File: src/rtl/btn_debounce_hold.sv
// btn_debounce_hold
//   Debounces an active-low push-button and classifies each press as short
//   or long.
//
//   Parameters
//     CLK_FREQ        system clock frequency in Hz (informational)
//     DEBOUNCE_CYCLES consecutive stable cycles needed to accept a level change
//     HOLD_CYCLES     debounced-press duration that qualifies as a long press
//
//   Ports
//     clk             system clock, rising edge
//     rst             asynchronous reset, active low
//     btn_raw         raw button pin, active low, asynchronous to clk
//     btn_level       debounced button state, 1 = pressed
//     btn_press       one-cycle pulse when a press is accepted
//     btn_release     one-cycle pulse when a release is accepted
//     btn_hold        high while a long press is in progress
//     btn_hold_pulse  one-cycle pulse when a press first qualifies as long
module btn_debounce_hold #(
  parameter int unsigned CLK_FREQ        = 50_000_000,
  parameter logic [19:0] DEBOUNCE_CYCLES = 20'd500_000,
  parameter logic [27:0] HOLD_CYCLES     = 28'd150_000_000
) (
  input  logic clk,
  input  logic rst,
  input  logic btn_raw,
  output logic btn_level,
  output logic btn_press,
  output logic btn_release,
  output logic btn_hold,
  output logic btn_hold_pulse
);

  localparam logic [19:0] DB_MAX   = DEBOUNCE_CYCLES - 20'd1;
  localparam logic [27:0] HOLD_MAX = HOLD_CYCLES - 28'd1;

  if (CLK_FREQ == 0 || DEBOUNCE_CYCLES == 20'd0 || HOLD_CYCLES == 28'd0) begin : g_bad_params
    $error("btn_debounce_hold: CLK_FREQ, DEBOUNCE_CYCLES and HOLD_CYCLES must be nonzero");
  end

  typedef enum logic [1:0] {
    ST_IDLE    = 2'b00,
    ST_PRESSED = 2'b01,
    ST_HELD    = 2'b10
  } state_t;

  // 2-flop synchronizer; resets to the released (high) level.
  logic r_sync0;
  logic r_sync1;

  always_ff @(posedge clk or negedge rst) begin
    if (!rst) begin
      r_sync0 <= 1'b1;
      r_sync1 <= 1'b1;
    end else begin
      r_sync0 <= btn_raw;
      r_sync1 <= r_sync0;
    end
  end

  // Debounce: r_stable holds the accepted raw-polarity level.
  logic        r_stable;
  logic [19:0] r_db_cnt;
  logic        r_level;
  logic        w_db_flip;
  logic        w_press_evt;
  logic        w_release_evt;

  assign w_db_flip     = (r_sync1 != r_stable) && (r_db_cnt == DB_MAX);
  assign w_press_evt   = w_db_flip &&  r_stable;
  assign w_release_evt = w_db_flip && !r_stable;

  always_ff @(posedge clk or negedge rst) begin
    if (!rst) begin
      r_stable <= 1'b1;
      r_db_cnt <= '0;
      r_level  <= 1'b0;
    end else if (r_sync1 == r_stable) begin
      r_db_cnt <= '0;
    end else if (r_db_cnt == DB_MAX) begin
      r_stable <= ~r_stable;
      r_db_cnt <= '0;
      // Level is the inverse of the new stable value, i.e. the old one.
      r_level  <= r_stable;
    end else begin
      r_db_cnt <= r_db_cnt + 20'd1;
    end
  end

  // Press classification FSM with registered outputs.
  state_t      r_state;
  state_t      w_state_nxt;
  logic [27:0] r_hold_cnt;
  logic [27:0] w_hold_cnt_nxt;
  logic        r_press;
  logic        r_release;
  logic        r_hold;
  logic        r_hold_pulse;
  logic        w_press_nxt;
  logic        w_release_nxt;
  logic        w_hold_nxt;
  logic        w_hold_pulse_nxt;

  always_ff @(posedge clk or negedge rst) begin
    if (!rst) begin
      r_state      <= ST_IDLE;
      r_hold_cnt   <= '0;
      r_press      <= 1'b0;
      r_release    <= 1'b0;
      r_hold       <= 1'b0;
      r_hold_pulse <= 1'b0;
    end else begin
      r_state      <= w_state_nxt;
      r_hold_cnt   <= w_hold_cnt_nxt;
      r_press      <= w_press_nxt;
      r_release    <= w_release_nxt;
      r_hold       <= w_hold_nxt;
      r_hold_pulse <= w_hold_pulse_nxt;
    end
  end

  always_comb begin
    w_state_nxt      = r_state;
    w_hold_cnt_nxt   = r_hold_cnt;
    w_press_nxt      = 1'b0;
    w_release_nxt    = 1'b0;
    w_hold_nxt       = 1'b0;
    w_hold_pulse_nxt = 1'b0;
    case (r_state)
      ST_IDLE: begin
        if (w_press_evt) begin
          w_state_nxt    = ST_PRESSED;
          w_hold_cnt_nxt = '0;
          w_press_nxt    = 1'b1;
        end
      end
      ST_PRESSED: begin
        // Release is checked first so it wins over long-press qualification.
        if (w_release_evt) begin
          w_state_nxt   = ST_IDLE;
          w_release_nxt = 1'b1;
        end else if (r_hold_cnt == HOLD_MAX) begin
          w_state_nxt      = ST_HELD;
          w_hold_pulse_nxt = 1'b1;
          w_hold_nxt       = 1'b1;
        end else begin
          w_hold_cnt_nxt = r_hold_cnt + 28'd1;
        end
      end
      ST_HELD: begin
        // Hold counter stays frozen at HOLD_MAX here.
        if (w_release_evt) begin
          w_state_nxt   = ST_IDLE;
          w_release_nxt = 1'b1;
        end else begin
          w_hold_nxt = 1'b1;
        end
      end
      default: begin
        w_state_nxt = ST_IDLE;
      end
    endcase
  end

  assign btn_level      = r_level;
  assign btn_press      = r_press;
  assign btn_release    = r_release;
  assign btn_hold       = r_hold;
  assign btn_hold_pulse = r_hold_pulse;

endmodule

File: config.mk
export PLATFORM = sky130hd
export DESIGN_NAME = btn_debounce_hold
export DESIGN_NICKNAME = d
export VERILOG_FILES = /design/src/rtl/btn_debounce_hold.sv
export SDC_FILE = /design/constraint.sdc
export NUM_CORES = 1
export LEC_CHECK = 0
export BUFFER_PORTS_ARGS = -buffer_cell sky130_fd_sc_hd__buf_2
export CORE_AREA = 4 4 108 84
export DETAILED_ROUTE_END_ITERATION = 6
export DIE_AREA = 0 0 112 88
export PLACE_DENSITY = 0.61
export SLEW_MARGIN = 0
export SYNTH_ARGS = -nofsm -noshare
export SYNTH_HDL_FRONTEND = slang
export SYNTH_SLANG_ARGS = --single-unit
File: constraint.sdc
create_clock -name clk -period 5.6 [get_ports clk]
set_input_delay 0.56 -clock clk [delete_from_list [all_inputs] [get_ports clk]]
set_output_delay 0.56 -clock clk [all_outputs]
set_load 0.02 [all_outputs]
==> results_dict.tcl <==
set metrics [dict create \
    fin_cells 444 \
    ant_nets 0 \
    clockRootBuffer "clkbuf_8" \
    clock_path_buffers 2 \
    grt_pass1_wl_mm 10.8 \
    wire_per_inst_um 14.0 \
    dpl.cell_count 428 \
    min_path_type "primary input to register" \
    post_cts_resized 0 \
    fillCellCount 797 \
    setup_tns_ns 0 \
    coreArea_um2 7880 \
    route.vias.total 2287 \
    hold_viol_final 0 \
    cts_made_buffers 9 \
    diodes 0 \
    top_register "r_hold_cnt" \
    reg_top3 "r_hold_cnt x28, r_db_cnt x20, r_state x2" \
    path_cells "inv_1 -> ha_1 -> inv_1 -> a41oi_1 -> nand3_1 -> nand2_1 -> nand2_1 -> o31ai_1" \
    synth_common_cells "dfrtp_1 (55), nor2_1 (49), nand2_1 (31)" \
    cts_sinks 58 \
    syn_area_per_cell_um2 9.42 \
    ys_async_sr_fraction 1.00 \
    cpMaxStageDelayCell "nand3_1" \
    cp-end-kind "register" \
    clk_pin_slew_ns 0.07 \
    placementRows 28 \
    yosysSeqAreaShare 0.475 \
    postSynthCellCount 325 \
    largest_reg_flops 28 \
    ys_ff_latch 58 \
    holdWs_ns 0.317 \
    p_leak_nw 1.45 \
    first_pass_iters 4 \
    yosys.cell_types.count 51 \
    cts.htree.levels 3 \
    cp_max_fo 15 \
    yosysTopAreaCellShare 0.450 \
    max_freq_mhz 318 \
    die_y_um 88 \
    dp_slack_ns 2.50 \
    place_congestion 0.858 \
    required_ns 5.83 \
    post-route-min-period_ns 3.15 \
    die-area_um2 9860 \
    grt_pass1_vias 2172 \
    seqCellArea_um2 1460 \
    syn_nets 333 \
    final_area_um2 3400 \
    initial_core_util 0.388 \
    setup.worst_path.class "register to register" \
    drive_above_1_share 0.109 \
    synth_most_common_cell "dfrtp_1" \
    synthTopCellsByArea "dfrtp_1 (45%), nor2_1 (6.0%), xnor2_1 (5.2%)" \
    die_x_um 112 \
    syn_to_final_growth_pct 11.2 \
    clock_skew_ns 0.0100 \
    drc 0 \
    p_per_area_nw_per_um2 254 \
    cts_setup_buffers 0 \
    start_kind "register" \
    timing.slew.headroom 0.452 \
    setup_viol 0 \
    rsz0062_at_grt "false" \
    drv_slew 0 \
    worstPathArrival_ns 3.37 \
    vdd_drop_max_uv 130 \
    slowest_delay_ns 0.50 \
    grt_overflow 0 \
    final_nets 342 \
    status "completed" \
    fin_crit_sh 0.562 \
    grt_usage 0.136 \
    hold_buffers 0 \
    ios 8 \
    io_buffers 7 \
    multi_input_area_um2 1530 \
    netlist.top_cell.by_area "dfrtp_1" \
    cap_violations 0 \
    tightest_slew_ns 0.819 \
    ys.warnings.count 0 \
    viasPerCell 5.15 \
    synth_edf_count 0 \
    postRouteWirelength_mm 6.24 \
    placed_area_um2 3180 \
    synth_ff_type "dfrtp_1" \
    synth_area_um2 3060 \
    initialDrtViolationCount 110 \
    cts_tree "yes" \
    setup_ws_ns 2.45 \
    grt_antenna_before_repair 0 \
    dp_hpwl_mm 4.26 \
    clkLatencyLatePin_ns 0.33 \
    grt_max_degree 59 \
]
==> critical path: cells and delay by family (launching register included) <==
family,cells,cell delay [ns]
DFF,1,0.39
buffers and inverters,2,0.38
AOI/OAI and AO/OA,2,0.70
and+or+nand+nor,3,1.16
adders and majority gates,1,0.40
==> where the power goes <==
part	total [mW]	internal, mW	switching [mW]
Sequential	0.425	0.422	0.00247
Clock	0.426	0.261	0.165
Combinational	0.0141	0.00287	0.0112
Total	0.865	0.686	0.178
==> worst paths after layout <==
path                                         from                    endpoint  slack (ns)  depth (start not counted)
setup / recovery           r_state[1]$_DFFE_PN0P_  r_hold_cnt[18]$_DFFE_PN0P_        2.45                          8
hold / removal                            btn_raw           r_sync0$_DFF_PN1_        0.32                          1
setup reg to reg           r_state[1]$_DFFE_PN0P_  r_hold_cnt[18]$_DFFE_PN0P_        2.45                          8
hold reg to reg                 r_sync0$_DFF_PN1_           r_sync1$_DFF_PN1_        0.37                          0
max in group asynchronous                     rst      r_db_cnt[13]$_DFF_PN0_        4.77                          2
min in group asynchronous                     rst         btn_press$_DFF_PN0_        0.36                          2
==> cell families after synthesis <==
kind of cell	after synthesis	synth area share
AND/OR/NAND/NOR	157	0.267
flip-flops	58	0.475
AO/OA/AOI/OAI	56	0.119
XOR/XNOR	32	0.0916
buffers and inverters	16	0.0241
adder cells (fa/ha/maj)	5	0.0204
multiplexers	1	0.00327
==> routing by layer <==
layer,GRT usage,up-vias,part of all wire
li1,-,1164,-
met1,0.210,1085,0.56
met2,0.182,32,0.40
met3,0.0331,6,0.025
met4,0.0491,0,0.012
met5,0,-,0
==> cell type report <==
type                       count  area share
timing repair buffer           8      0.0125
multi-input combinational    251       0.450
sequential                    58       0.428
clock inverter                 5      0.0228
tap                          105      0.0386
clock buffer                  11      0.0416
inverter                       6     0.00662
==> metrics by stage <==
| stage | util | total power [mW] |
|---|---|---|
| after detailed placement | 0.404 | 0.447 |
| after global routing | 0.432 | 0.901 |
| after floorplan | - | 0.436 |
| final | 0.432 | 0.865 |
| after global placement | 0.404 | 0.447 |
| after CTS | 0.432 | 0.881 |
==> cells in the final DEF (no fill, tap or decap), types with 2 or more instances in the layout <==
| cell type | count |
|---|---|
| and3_1 | 11 |
| a31oi_1 | 2 |
| a21oi_1 | 13 |
| o31ai_1 | 10 |
| a211oi_1 | 2 |
| dfstp_2 | 3 |
| dfrtp_1 | 55 |
| clkbuf_8 | 10 |
| clkinv_2 | 2 |
| xnor2_1 | 18 |
| and2_1 | 7 |
| xor2_1 | 14 |
| nor4_1 | 2 |
| bufinv_16 | 2 |
| nand4_1 | 4 |
| nor3_1 | 4 |
| nand4_2 | 2 |
| ha_1 | 5 |
| nand3b_1 | 2 |
| buf_2 | 7 |
| a21boi_0 | 2 |
| inv_1 | 6 |
| nand2_1 | 31 |
| nand3_1 | 23 |
| nor2_1 | 49 |
| or3_1 | 2 |
| and4_1 | 6 |
| o21ai_0 | 17 |
| nor4b_2 | 2 |
| or2_2 | 2 |
| a211oi_2 | 2 |
Power figures use the tool's default switching activity.
